[config.mk]
export PLATFORM = sky130hd
export DESIGN_NAME = mem_read_responder
export DESIGN_NICKNAME = d
export VERILOG_FILES = /design/src/rtl/mem_resp_pkg.sv /design/src/rtl/mem_read_responder_resp_pipe.sv /design/src/rtl/mem_read_responder.sv
export SDC_FILE = /design/constraint.sdc
export NUM_CORES = 1
export LEC_CHECK = 0
export CAP_MARGIN = 20
export CORE_MARGIN = 2
export CORE_UTILIZATION = 25
export CTS_BUF_LIST = sky130_fd_sc_hd__clkbuf_16
export DETAILED_ROUTE_END_ITERATION = 12
export GPL_ROUTABILITY_DRIVEN = 1
export HOLD_SLACK_MARGIN = 0.12
export PLACE_DENSITY_LB_ADDON = 0.15
export SETUP_SLACK_MARGIN = 0.15
export SYNTH_ARGS = -nofsm -noshare
export SYNTH_HDL_FRONTEND = slang
export SYNTH_HIERARCHICAL = 1
export SYNTH_SLANG_ARGS = --single-unit
[constraint.sdc]
create_clock -name clk -period 1.9 [get_ports clk]
set_clock_uncertainty 0.15 [all_clocks]
set_input_delay 0.285 -clock clk [delete_from_list [all_inputs] [get_ports clk]]
set_output_delay 0.285 -clock clk [all_outputs]
set_load 0.03 [all_outputs]
[src/rtl/mem_resp_pkg.sv]
// Shared state type, default geometry and built-in line image for the memory read responder.
// Pure declarations: no latency or backpressure of its own.
package mem_resp_pkg;

   typedef enum logic [0:0] {
      ST_INIT  = 1'b0,
      ST_READY = 1'b1
   } resp_state_t;

   localparam int MEM_DATA_WIDTH = 64;
   localparam int MEM_DEPTH      = 16;
   localparam int MAX_LINE_WIDTH = 1024;

   // Every byte of line idx carries idx[7:0]; callers truncate to their line width.
   function automatic logic [MAX_LINE_WIDTH-1:0] pattern_line(input int unsigned idx);
      logic [7:0] b;
      b = idx[7:0];
      return {(MAX_LINE_WIDTH/8){b}};
   endfunction

endpackage

[src/rtl/mem_read_responder_resp_pipe.sv]
// STAGES-deep valid+data delay line with synchronous clear; last stage holds data between strobes.
// Latency STAGES cycles, no backpressure; last_vld flags the entry that strobes on the next edge.
module resp_pipe #(
   parameter int DATA_WIDTH = 64,
   parameter int STAGES     = 2
) (
   input  logic                  clk,
   input  logic                  clr,
   input  logic                  in_vld,
   input  logic [DATA_WIDTH-1:0] in_dat,
   output logic                  last_vld,
   output logic                  out_vld,
   output logic [DATA_WIDTH-1:0] out_dat
);

   logic                  vld_d [1:STAGES];
   logic [DATA_WIDTH-1:0] dat_d [1:STAGES];
   logic                  vld_q [1:STAGES];
   logic [DATA_WIDTH-1:0] dat_q [1:STAGES];

   for (genvar k = 1; k <= STAGES; k++) begin : g_stage
      if (k == 1) begin : g_first
         assign vld_d[k] = in_vld;
         assign dat_d[k] = in_dat;
      end else begin : g_rest
         assign vld_d[k] = vld_q[k-1];
         assign dat_d[k] = dat_q[k-1];
      end
   end

   always_ff @(posedge clk) begin
      for (int k = 1; k <= STAGES; k++) begin
         vld_q[k] <= clr ? 1'b0 : vld_d[k];
      end
   end

   // Only the output stage is cleared and held; inner data is don't-care without its valid.
   always_ff @(posedge clk) begin
      for (int k = 1; k < STAGES; k++) begin
         dat_q[k] <= dat_d[k];
      end
      if (clr) begin
         dat_q[STAGES] <= '0;
      end else if (vld_d[STAGES]) begin
         dat_q[STAGES] <= dat_d[STAGES];
      end
   end

   assign last_vld = vld_d[STAGES];
   assign out_vld  = vld_q[STAGES];
   assign out_dat  = dat_q[STAGES];

endmodule

[src/rtl/mem_read_responder.sv]
// Read-only line memory behind a pipelined read port; accept to readdatavalid is LATENCY cycles.
// waitrequest is high during INIT_CYCLES after reset and while MAX_PENDING reads are unanswered.
module mem_read_responder
   import mem_resp_pkg::*;
#(
   parameter int    DATA_WIDTH  = MEM_DATA_WIDTH,
   parameter int    DEPTH       = MEM_DEPTH,
   parameter int    LATENCY     = 2,
   parameter int    MAX_PENDING = 2,
   parameter int    INIT_CYCLES = 4,
   parameter string INIT_FILE   = ""
) (
   input  logic                  clk,
   input  logic                  rst,
   input  logic [31:0]           address,
   input  logic                  read,
   output logic                  waitrequest,
   output logic [DATA_WIDTH-1:0] readdata,
   output logic                  readdatavalid
);

   localparam int AW = (DEPTH > 1) ? $clog2(DEPTH) : 1;
   localparam int PW = $clog2(MAX_PENDING + 1);
   localparam int CW = (INIT_CYCLES > 1) ? $clog2(INIT_CYCLES) : 1;
   localparam logic [CW-1:0] INIT_LAST = CW'(INIT_CYCLES - 1);

   resp_state_t           state_q, state_d;
   logic [CW-1:0]         init_cnt_q, init_cnt_d;
   logic [PW-1:0]         pending_q;
   logic                  accept;
   logic                  retire;
   logic                  in_range;
   logic [DATA_WIDTH-1:0] lines [DEPTH];
   logic [DATA_WIDTH-1:0] line_q;
   logic                  oob_q;
   logic                  rd_vld_q;
   logic [DATA_WIDTH-1:0] rd_dat;

   // Line image is loaded once and never written, so reset leaves contents untouched.
   initial begin
      for (int unsigned i = 0; i < DEPTH; i++) begin
         lines[i] = DATA_WIDTH'(pattern_line(i));
      end
   end

   always_ff @(posedge clk) begin
      if (rst) begin
         state_q    <= ST_INIT;
         init_cnt_q <= '0;
      end else begin
         state_q    <= state_d;
         init_cnt_q <= init_cnt_d;
      end
   end

   always_comb begin
      state_d     = state_q;
      init_cnt_d  = init_cnt_q;
      waitrequest = 1'b1;
      case (state_q)
         ST_INIT: begin
            if (init_cnt_q == INIT_LAST) begin
               state_d = ST_READY;
            end else begin
               init_cnt_d = init_cnt_q + CW'(1);
            end
         end
         ST_READY: begin
            // A retiring response frees its slot in time for a same-cycle accept.
            waitrequest = (pending_q == PW'(MAX_PENDING)) && !retire;
         end
         default: state_d = ST_INIT;
      endcase
   end

   assign accept   = read && !waitrequest;
   assign in_range = (address < 32'(DEPTH));

   always_ff @(posedge clk) begin
      if (rst) begin
         pending_q <= '0;
      end else if (accept && !retire) begin
         pending_q <= pending_q + PW'(1);
      end else if (!accept && retire) begin
         pending_q <= pending_q - PW'(1);
      end
   end

   // Synchronous-read port; this register is the first cycle of LATENCY.
   always_ff @(posedge clk) begin
      if (accept) begin
         line_q <= lines[address[AW-1:0]];
         oob_q  <= !in_range;
      end
   end

   always_ff @(posedge clk) begin
      if (rst) begin
         rd_vld_q <= 1'b0;
      end else begin
         rd_vld_q <= accept;
      end
   end

   assign rd_dat = oob_q ? '0 : line_q;

   resp_pipe #(
      .DATA_WIDTH (DATA_WIDTH),
      .STAGES     (LATENCY)
   ) u_resp_pipe (
      .clk      (clk),
      .clr      (rst),
      .in_vld   (rd_vld_q),
      .in_dat   (rd_dat),
      .last_vld (retire),
      .out_vld  (readdatavalid),
      .out_dat  (readdata)
   );

endmodule

==> flow_summary_export.csv <==
group,metric,value,unit
yosys,netlist_area,4420,sq um
routing,drt-initial-drc-count,81,
final_layout,instances_no_fill,643,
final_layout,area_delta_synth_final,44.58,%
worst_setup_path,cp-end-kind,"flop",
min_path,whs_path_depth,3,
pwr,internal_power,5.717,mW
timing,fin_setup_tns,0,ns
routing,drt-total-wl,8099,um
clock_tree,clkSinkCount,141,
timing,rsz0062_at_grt,"true",
worst_setup_path,crit_required,2.08,ns
worst_setup_path,critPathMaxFanout,3,
yosys,ys_types,25,
pwr,p_clk_share,46.1,%
placement,routabilityCongestion,0.6423,
pwr,power_frac_seq,46.6,%
final_layout,drive_gt1_share,11.72,%
clock_tree,cts_tree,"yes",
placement,numPortBuffers,100,
yosys,yosys-top-cells-count,"dfxtp_1 (72), edfxtp_1 (69), and3b_1 (64)",
routing,drt-pass1-iter-count,4,
timing,period_share,91.98,%
timing,fmax,572.2,MHz
pwr,leakagePower,2.882,nW
worst_setup_path,r2r_end,"pending_q[1]",
global_routing,track_usage,9.369,%
global_routing,grt_max_degree,73,
worst_setup_path,arrival,1.93,ns
floorplan,initial_core_util,25.56,%
pwr,power.switching,1.532,mW
pwr,vdd_ir_drop_max,0.0005963,V
clock_tree,ctsHoldBuffers,0,
floorplan,die_w,137.0,um
routing,num_vias,2406,
run,maxCapViolCount,0,
yosys,netlist.area_leader.share,46.87,%
timing,fin_crit,1.748,ns
final_layout,diodes,0,
yosys,ys_warn_count,38,
floorplan,std_cell_rows,48,
routing,drc,0,
min_path,hold_path.class,"in -> reg",
yosys,synth.avg_cell_area,17.20,sq um
worst_setup_path,rr_worst_depth,7,
placement,dp.cells,610,
timing,finalHoldViolations,0,
pwr,finalPower,7.249,mW
yosys,yosysTopAreaCell,"edfxtp_1",
floorplan,dieHeight,137.0,um
global_routing,grt_pass1_wl,12650,um
clock_tree,clk_pin_slew,0.06,ns
min_path,hold_start,"rst",
final_layout,design_area,6391,sq um
yosys,yosys-top-cells-area,"edfxtp_1 (47%), dfxtp_1 (33%), and3b_1 (13%)",
worst_setup_path,regToRegStartpoint,"pending_q[1]",
routing,routedWlPerCell,12.60,um
yosys,synthCells,257,
clock_tree,insertion_delay,0.41,ns
placement,dpl_cell_area,5853,sq um
global_routing,antenna_found_initial,0,
yosys,ys_ff_latch,141,
clock_tree,clk_path_buf_depth,2,
yosys,synth-seq-area-share,79.48,%
worst_setup_path,path_class,"reg -> reg",
final_layout,nets,442,
worst_setup_path,reg2reg_slack,0.15,ns
pwr,powerDensity,1134,nW/um^2
yosys,synth_most_common_cell,"dfxtp_1",
floorplan,core_area,17300,sq um
floorplan,io_pins,101,
clock_tree,numCtsBuffers,17,
min_path,holdPathEnd,"pending_q[0]",
floorplan,dieArea,18760,sq um
pwr,switching_share,21.14,%
yosys,ys.flop_type,"dfxtp_1",
placement,dp_hpwl,5013,um
global_routing,grt_pass1_vias,2391,
yosys,synth_edf_count,69,
clock_tree,root_buffer,"clkbuf_16",
global_routing,overflow,0,
routing,drtAntennaViolNets,0,
timing,finalSetupViolations,0,
final_layout,final_core_util,36.95,%
worst_setup_path,crit_path_start_kind,"flop",
clock_tree,htree_num_levels,4,
routing,avgViaCountPerCell,3.742,
yosys,async_flop_share,0,%
pwr,p_comb_share,7.3,%
status,status,"finished clean",
timing,slew_violations,0,
==> state kept, by name, indices dropped and copies added, names as in the netlist <==
register,cells
state_q,1
oob_q,1
u_resp_pipe/vld_q,2
line_q,4
rd_vld_q,1
init_cnt_q,2
pending_q,2
u_resp_pipe/dat_q,128
==> placed cells by master (no fill, tap or decap), types with 4 or more instances in the layout <==
| master | synthesis | layout |
|---|---|---|
| and3b_1 | 64 | 64 |
| buf_4 | 2 | 9 |
| bufinv_16 | 0 | 4 |
| clkbuf_16 | 0 | 17 |
| clkdlybuf4s50_1 | 0 | 33 |
| conb_1 | 1 | 32 |
| dfxtp_1 | 72 | 70 |
| dlygate4sd2_1 | 0 | 65 |
| edfxtp_1 | 69 | 69 |
| inv_1 | 3 | 4 |
| nor2_1 | 5 | 4 |
| nor2b_1 | 6 | 6 |
| nor4_1 | 7 | 7 |
==> per-layer routing <==
| layer | routed length [um] | global-route usage (%) | part of all wire [%] |
|---|---|---|---|
| met1 | 3449 | 10.69 | 43 |
| met3 | 551 | 3.963 | 6.8 |
| met4 | 146 | 5.155 | 1.8 |
| met5 | 0 | 0 | 0 |
| met2 | 3951 | 14.81 | 49 |
==> worst max-delay path, stage by stage, from the launching register on <==
cell,delay [ns]
dfxtp_2,0.33
inv_2,0.04
o31ai_4,0.32
nor2_4,0.07
ha_4,0.16
xor2_1,0.15
or3_1,0.32
a21oi_1,0.13
==> stage by stage <==
| step | worst slack, ns | hold WS, ns |
|---|---|---|
| after floorplan | -0.01123 | 0.2041 |
| after global placement | 0.05643 | 0.2690 |
| after detailed placement | 0.006186 | 0.2844 |
| after CTS | 0.1436 | 0.1874 |
| after global routing | 0.05117 | 0.2142 |
| final | 0.1524 | 0.2000 |
==> worst max path at each step <==
stage,end,startpoint,cells past startpoint
after global routing,pending_q[1],pending_q[1],7
final,pending_q[1],pending_q[1],7
after detailed placement,pending_q[1],read,6
after global placement,pending_q[1],read,6
after floorplan,pending_q[1],u_resp_pipe/vld_q[1],6
after CTS,pending_q[1],pending_q[1],7
==> power by group through the flow <==
stage	Combinational, mW	Clock (mW)	Sequential (mW)
CTS	0.538	3.45	3.38
detailed placement	0.572	0	3.45
global placement	0.558	0	3.44
finish	0.527	3.34	3.38
floorplan	0.178	0	3.57
global route	0.572	3.59	3.39
==> area by class of cell <==
class	count	area, sq um
sequential	141	3516
timing repair buffer	112	1044
tap	225	281.5
clock inverter	15	181.4
fill	1679	10910
multi-input combinational	130	932.1
clock buffer	17	425.4
inverter	3	11.26
==> kinds of logic (layout without fill, tap and decap cells) <==
logic type / count (synthesis) / count (layout) / synth area share, %
compound gates: 5 / 5 / 0.6228
xor+xnor: 3 / 3 / 0.5945
fa+ha+maj: 2 / 2 / 0.5660
buf+inv: 17 / 147 / 2.887
flops: 141 / 141 / 79.48
other cells: 1 / 32 / 0.08483
simple gates: 88 / 88 / 15.77
==> repair_timing <==
action	4_1_cts	5_1_grt
setup endpoints to repair	67	2
pin swaps	2	0
setup buffers	1	0
resized for setup	68	0
Power figures use the tool's default switching activity.
